**src/rtl/pulse_scheduler_pkg.sv**
```systemverilog
// Shared definitions for the pulse scheduler: FSM state encoding and
// default parameter values.
package pulse_sched_pkg;

    typedef enum logic [1:0] {
        ST_IDLE  = 2'd0,
        ST_PULSE = 2'd1,
        ST_GAP   = 2'd2
    } state_t;

    localparam int DEF_NREQ  = 4;
    localparam int DEF_LEN_W = 3;
    localparam int DEF_GAP   = 2;

endpackage

```
**src/rtl/pulse_scheduler_shreg.sv**
```systemverilog
// Loadable shift register: a one-cycle load of len produces a run of len+1
// ones on pulse, starting the cycle after the load.
module pulse_shreg #(
    parameter int LEN_W = 3,
    parameter int DEPTH = 1 << LEN_W
) (
    input  logic             clk,
    input  logic             clear,
    input  logic             load,
    input  logic [LEN_W-1:0] len,
    output logic             pulse
);

    logic [DEPTH-1:0] sh;
    logic [DEPTH-1:0] mask;

    // len+1 low-order ones; DEPTH covers the largest len without overflow
    always_comb begin
        mask = '0;
        for (int i = 0; i < DEPTH; i++) begin
            mask[i] = (LEN_W'(i) <= len);
        end
    end

    always_ff @(posedge clk) begin
        if (clear) begin
            sh <= '0;
        end else if (load) begin
            sh <= mask;
        end else begin
            sh <= sh >> 1;
        end
    end

    assign pulse = sh[0];

endmodule

```
**src/rtl/pulse_scheduler.sv**
```systemverilog
// Round-robin pulse scheduler: grants one requester at a time, emits a pulse
// of len+1 cycles followed by GAP mandatory low cycles.
module pulse_scheduler
    import pulse_sched_pkg::*;
#(
    parameter int NREQ  = DEF_NREQ,
    parameter int LEN_W = DEF_LEN_W,
    parameter int GAP   = DEF_GAP
) (
    input  logic                  clk,
    input  logic                  rst,
    input  logic [NREQ-1:0]       req,
    input  logic [NREQ*LEN_W-1:0] req_len,
    output logic [NREQ-1:0]       gnt,
    output logic                  pulse,
    output logic                  busy,
    output logic                  done,
    output state_t                dbg_state
);

    // Handshake: req is a level held by the requester; gnt is a one-cycle
    // strobe marking the first pulse cycle. Requests are only sampled in IDLE.

    localparam int PTR_W = (NREQ > 1) ? $clog2(NREQ) : 1;
    localparam logic [3:0] GAP_LAST = 4'(GAP - 1);

    state_t           state, state_n;
    logic [PTR_W-1:0] last, last_n;
    logic [PTR_W-1:0] win, cand;
    logic             found;
    logic [LEN_W-1:0] win_len;
    logic [LEN_W-1:0] len_q, len_n;
    logic [LEN_W-1:0] cnt, cnt_n;
    logic [3:0]       gcnt, gcnt_n;
    logic [NREQ-1:0]  gnt_n;
    logic             busy_n, done_n, load;

    // Search starts just after the last granted index and wraps
    always_comb begin
        win   = '0;
        cand  = '0;
        found = 1'b0;
        for (int k = 1; k <= NREQ; k++) begin
            cand = PTR_W'((int'(last) + k) % NREQ);
            if (!found && req[cand]) begin
                found = 1'b1;
                win   = cand;
            end
        end
    end

    always_comb begin
        win_len = '0;
        for (int i = 0; i < NREQ; i++) begin
            if (PTR_W'(i) == win) begin
                win_len = req_len[i*LEN_W +: LEN_W];
            end
        end
    end

    always_comb begin
        state_n = state;
        last_n  = last;
        len_n   = len_q;
        cnt_n   = cnt;
        gcnt_n  = gcnt;
        gnt_n   = '0;
        load    = 1'b0;
        case (state)
            ST_IDLE: begin
                if (found) begin
                    state_n = ST_PULSE;
                    last_n  = win;
                    len_n   = win_len;
                    cnt_n   = '0;
                    load    = 1'b1;
                    for (int i = 0; i < NREQ; i++) begin
                        gnt_n[i] = (PTR_W'(i) == win);
                    end
                end
            end
            ST_PULSE: begin
                if (cnt == len_q) begin
                    state_n = ST_GAP;
                    gcnt_n  = '0;
                end else begin
                    cnt_n = cnt + 1'b1;
                end
            end
            ST_GAP: begin
                if (gcnt == GAP_LAST) begin
                    state_n = ST_IDLE;
                end else begin
                    gcnt_n = gcnt + 1'b1;
                end
            end
            default: begin
                state_n = ST_IDLE;
            end
        endcase
        // Outputs are registered from the next-state view so they line up
        // with the state they describe.
        busy_n = (state_n != ST_IDLE);
        done_n = (state_n == ST_GAP) && (gcnt_n == GAP_LAST);
    end

    always_ff @(posedge clk) begin
        if (rst) begin
            state <= ST_IDLE;
            last  <= PTR_W'(NREQ - 1);
            len_q <= '0;
            cnt   <= '0;
            gcnt  <= '0;
            gnt   <= '0;
            busy  <= 1'b0;
            done  <= 1'b0;
        end else begin
            state <= state_n;
            last  <= last_n;
            len_q <= len_n;
            cnt   <= cnt_n;
            gcnt  <= gcnt_n;
            gnt   <= gnt_n;
            busy  <= busy_n;
            done  <= done_n;
        end
    end

    pulse_shreg #(
        .LEN_W (LEN_W)
    ) u_shreg (
        .clk   (clk),
        .clear (rst),
        .load  (load),
        .len   (len_n),
        .pulse (pulse)
    );

    assign dbg_state = state;

endmodule
```
**config.mk**
```make
export PLATFORM = sky130hd
export DESIGN_NAME = pulse_scheduler
export DESIGN_NICKNAME = d
export VERILOG_FILES = /design/src/rtl/pulse_scheduler_pkg.sv /design/src/rtl/pulse_scheduler_shreg.sv /design/src/rtl/pulse_scheduler.sv
export SDC_FILE = /design/constraint.sdc
export NUM_CORES = 1
export LEC_CHECK = 0
export ABC_AREA = 1
export CAP_MARGIN = 5
export CORE_MARGIN = 3
export CORE_UTILIZATION = 45
export CTS_CLUSTER_DIAMETER = 50
export DETAILED_ROUTE_END_ITERATION = 8
export GPL_TIMING_DRIVEN = 0
export PLACE_DENSITY = 0.69
export SYNTH_ARGS = -nofsm -noshare
export SYNTH_HDL_FRONTEND = slang
export SYNTH_HIERARCHICAL = 1
export SYNTH_SLANG_ARGS = --single-unit
```
**constraint.sdc**
```tcl
create_clock -name clk -period 2.7 [get_ports clk]
set_input_delay 0.27 -clock clk [delete_from_list [all_inputs] [get_ports clk]]
set_output_delay 0.27 -clock clk [all_outputs]
set_load 0.03 [all_outputs]
```
==> reports/summary.txt <==
Fill count -> 321
Number of global-route vias before repair -> 1403
Clock buffer depth -> 2
Clk_skew -> 0.006109 ns
Critical Path Start Type -> register
Clock latency on the worst-skew pair -> 0.28 ns
Port bufs -> 26
Initial antenna violation count -> 0
Clk pin slew, worst setup/hold paths -> 0.10 ns
Initial Util -> 49.54%
Synth unique cells -> 33
CP required -> 2.86 ns
Synth top area share -> 32.14%
Grt ovf -> 0
Warnings, synthesis -> 6
Overall Global Routing Usage -> 16.50%
Count of nets after finishing -> 299
Routed wire length -> 3386 µm
Worst-Margin Slew -> 0.5147 ns
Die height -> 68.26 µm
Final ANT Viol Nets -> 0
IO Count -> 27
Final min period -> 2.251 ns
Share of flip-flops with an asynchronous set or reset -> 0%
Critical path capture point type -> register
Mapped cell area -> 1744 µm²
Setup-failing EPs final -> 0
CTS tree -> yes
Max-slew headroom -> 65.69%
Post-CTS Hold Buffers -> 0
Initial drt markers -> 84
Mean post-synth cell area -> 7.178 µm²
Post-synth top flop -> dfxtp_1
Switch Pwr -> 0.001429 W
CTS buffer count -> 3
Switching Fraction -> 50.23%
Worst-path maximum fanout -> 10
Max Fclk -> 444.2 MHz
Max VDD drop -> 0.6760 mV
Layout cells sized above 1 -> 16.85%
TritonCTS Sinks -> 28
Post-placement cell count -> 315
EDFF count, synth -> 0
CTS resizes -> 0
# diodes -> 0
Setup tns final -> 0 ns
WS Path Type -> register to register
Die ar. -> 4659 µm²
Worst EP arrival -> 2.41 ns
DRC -> 0
Vias per inst -> 4.793
Final period util -> 83.37%
Clock Power Share -> 11.6%
Routability congestion estimate -> 0.7966
Final Instance Count excl. Fillers -> 319
DRT Pass-1 Iters -> 5
First-pass GRT wire length -> 6009 µm
Post-CTS Setup Repair Bufs -> 0
Slew Limit Fails -> 0
Area Growth Syn to Fin -> 22.31%
Leak -> 0.9832 nW
Total core area -> 3521 µm²
Min-delay worst type -> register to register
Routed length per instance -> 10.61 µm
Row count -> 21
Part of the power in combinational logic -> 67.3%
Flop pwr share -> 21.1%
PwrDens -> 1333 nW/µm²
Top cells by area, synth -> dfxtp_1 32%, nand2_1 13%, nand3_1 6.0%, inv_1 5.4%, ha_1 5.0%
Flops & latches, synth -> 28
Detail Placement HPWL -> 2676 µm
Width of the die -> 68.26 µm
Largest area contributor in the netlist -> dfxtp_1
Most frequent cell after synthesis -> nand2_1
Fin util -> 60.59%
Vias -> 1529
RSZ-0062 raised after global routing -> false
Root Driver -> clkbuf_8
H-tree Lvls -> 1
Sequential area share after synthesis -> 32.14%
Hold Violations, Final -> 0
Internal power -> 0.001416 W
Largest net degree at the start of global routing -> 17
Mapped Nets -> 268
Gate Count Post-Synth -> 243
Synth top cells by count -> 61 x nand2_1, 28 x dfxtp_1, 25 x inv_1
Max cap viols -> 0
Status -> finished clean
through the flow:
step | area, µm² | power (W) | setup slack, ns | hold WS, ns
finish | 2133 | 0.002845 | 0.4489 | 0.4477
global placement | 2062 | 0.002512 | 0.2253 | 0.4309
CTS | 2133 | 0.002865 | 0.4539 | 0.4516
floorplan | 1744 | 0.002147 | 0.7679 | 0.3324
global route | 2133 | 0.003136 | 0.2440 | 0.4719
detailed placement | 2062 | 0.002527 | 0.2204 | 0.4371
metal layers:
layer	part of all wire [%]	vias to the layer above	global-route usage (%)	routed length (µm)
li1	-	841	-	-
met1	49	668	21.71	1674
met2	47	16	27.56	1594
met3	2.2	4	1.970	76
met4	1.2	0	5.955	41
met5	0	-	0	0
area by class of cell:
cell class / instances / area (µm²) / share of cell area, %
inverter: 33 / 128.9 / 6.041
timing repair buffer: 26 / 260.3 / 12.20
clock buffer: 3 / 41.29 / 1.935
sequential: 28 / 560.5 / 26.28
clock inverter: 1 / 30.03 / 1.408
multi-input combinational: 179 / 1028 / 48.21
buffer: 3 / 26.28 / 1.232
tap: 46 / 57.56 / 2.698
state kept, by name (all words and copies together) (netlist names):
signal      cells
busy            1
cnt             3
dbg_state       2
done            1
gcnt            4
gnt             4
last            2
len_q           3
u_shreg/sh      8
cells by family after synthesis:
kind of cell	after synthesis	share of synthesized area, %
compound gates	35	13.13
xor+xnor	5	2.511
flops	28	32.14
buf+inv	36	8.895
fa+ha+maj	7	5.021
simple gates	132	38.31
cell usage in the layout (no fill, tap or decap):
cell / Yosys / routed
nand2_1: 61 / 61
dfxtp_1: 28 / 28
clkdlybuf4s50_1: 0 / 26
inv_1: 25 / 25
nand3_1: 21 / 21
nor2_1: 14 / 14
nand2_2: 13 / 13
a21oi_1: 11 / 11
o21ai_0: 9 / 9
ha_1: 7 / 7
inv_2: 6 / 6
nand2_4: 5 / 5
nand4_1: 4 / 4
a21oi_2: 4 / 4
nor3_1: 4 / 4
nor2_4: 3 / 3
nand3b_1: 3 / 3
xnor2_1: 3 / 3
clkbuf_8: 0 / 3
buf_6: 2 / 2
inv_4: 2 / 2
nor2_2: 2 / 2
o21ai_1: 2 / 2
o21bai_1: 2 / 2
xor2_1: 2 / 2
nor2_8: 1 / 1
a21oi_4: 1 / 1
o21ai_2: 1 / 1
nand3_2: 1 / 1
clkbuf_1: 1 / 1
o21a_1: 1 / 1
a211oi_1: 1 / 1
o21ai_4: 1 / 1
o22ai_1: 1 / 1
a31oi_1: 1 / 1
bufinv_16: 0 / 1
worst paths after layout:
path | slack [ns] | depth (start not counted) | to | startpoint
max reg2reg | 0.45 | 16 | u_shreg/sh[1] | last[0]
min | 0.45 | 2 | u_shreg/sh[4] | u_shreg/sh[5]
min reg2reg | 0.45 | 2 | u_shreg/sh[4] | u_shreg/sh[5]
max | 0.45 | 16 | u_shreg/sh[1] | last[0]
power by group through the flow:
stage / clock network (W) / logic (W) / registers (W)
floorplan: 0 / 0.00146 / 0.000686
global placement: 0 / 0.00190 / 0.000607
detailed placement: 0 / 0.00192 / 0.000608
CTS: 0.000340 / 0.00193 / 0.000599
global route: 0.000357 / 0.00216 / 0.000614
finish: 0.000331 / 0.00191 / 0.000599
worst max-delay path: stages, from the launching register on:
cell and delay, ns:
dfxtp_1 0.40, buf_6 0.18, nand2_2 0.06, nand2_2 0.09, nand2_2 0.09, nand2_4 0.11, nor2_2 0.05, a21oi_4 0.14
nand3_2 0.20, o21bai_1 0.18, nand3_1 0.10, nand2_1 0.11, nand2_1 0.13, nand2_4 0.11, nand2_1 0.05, nor2_1 0.09
nor2_1 0.04
(Power assumes the default switching activity.)
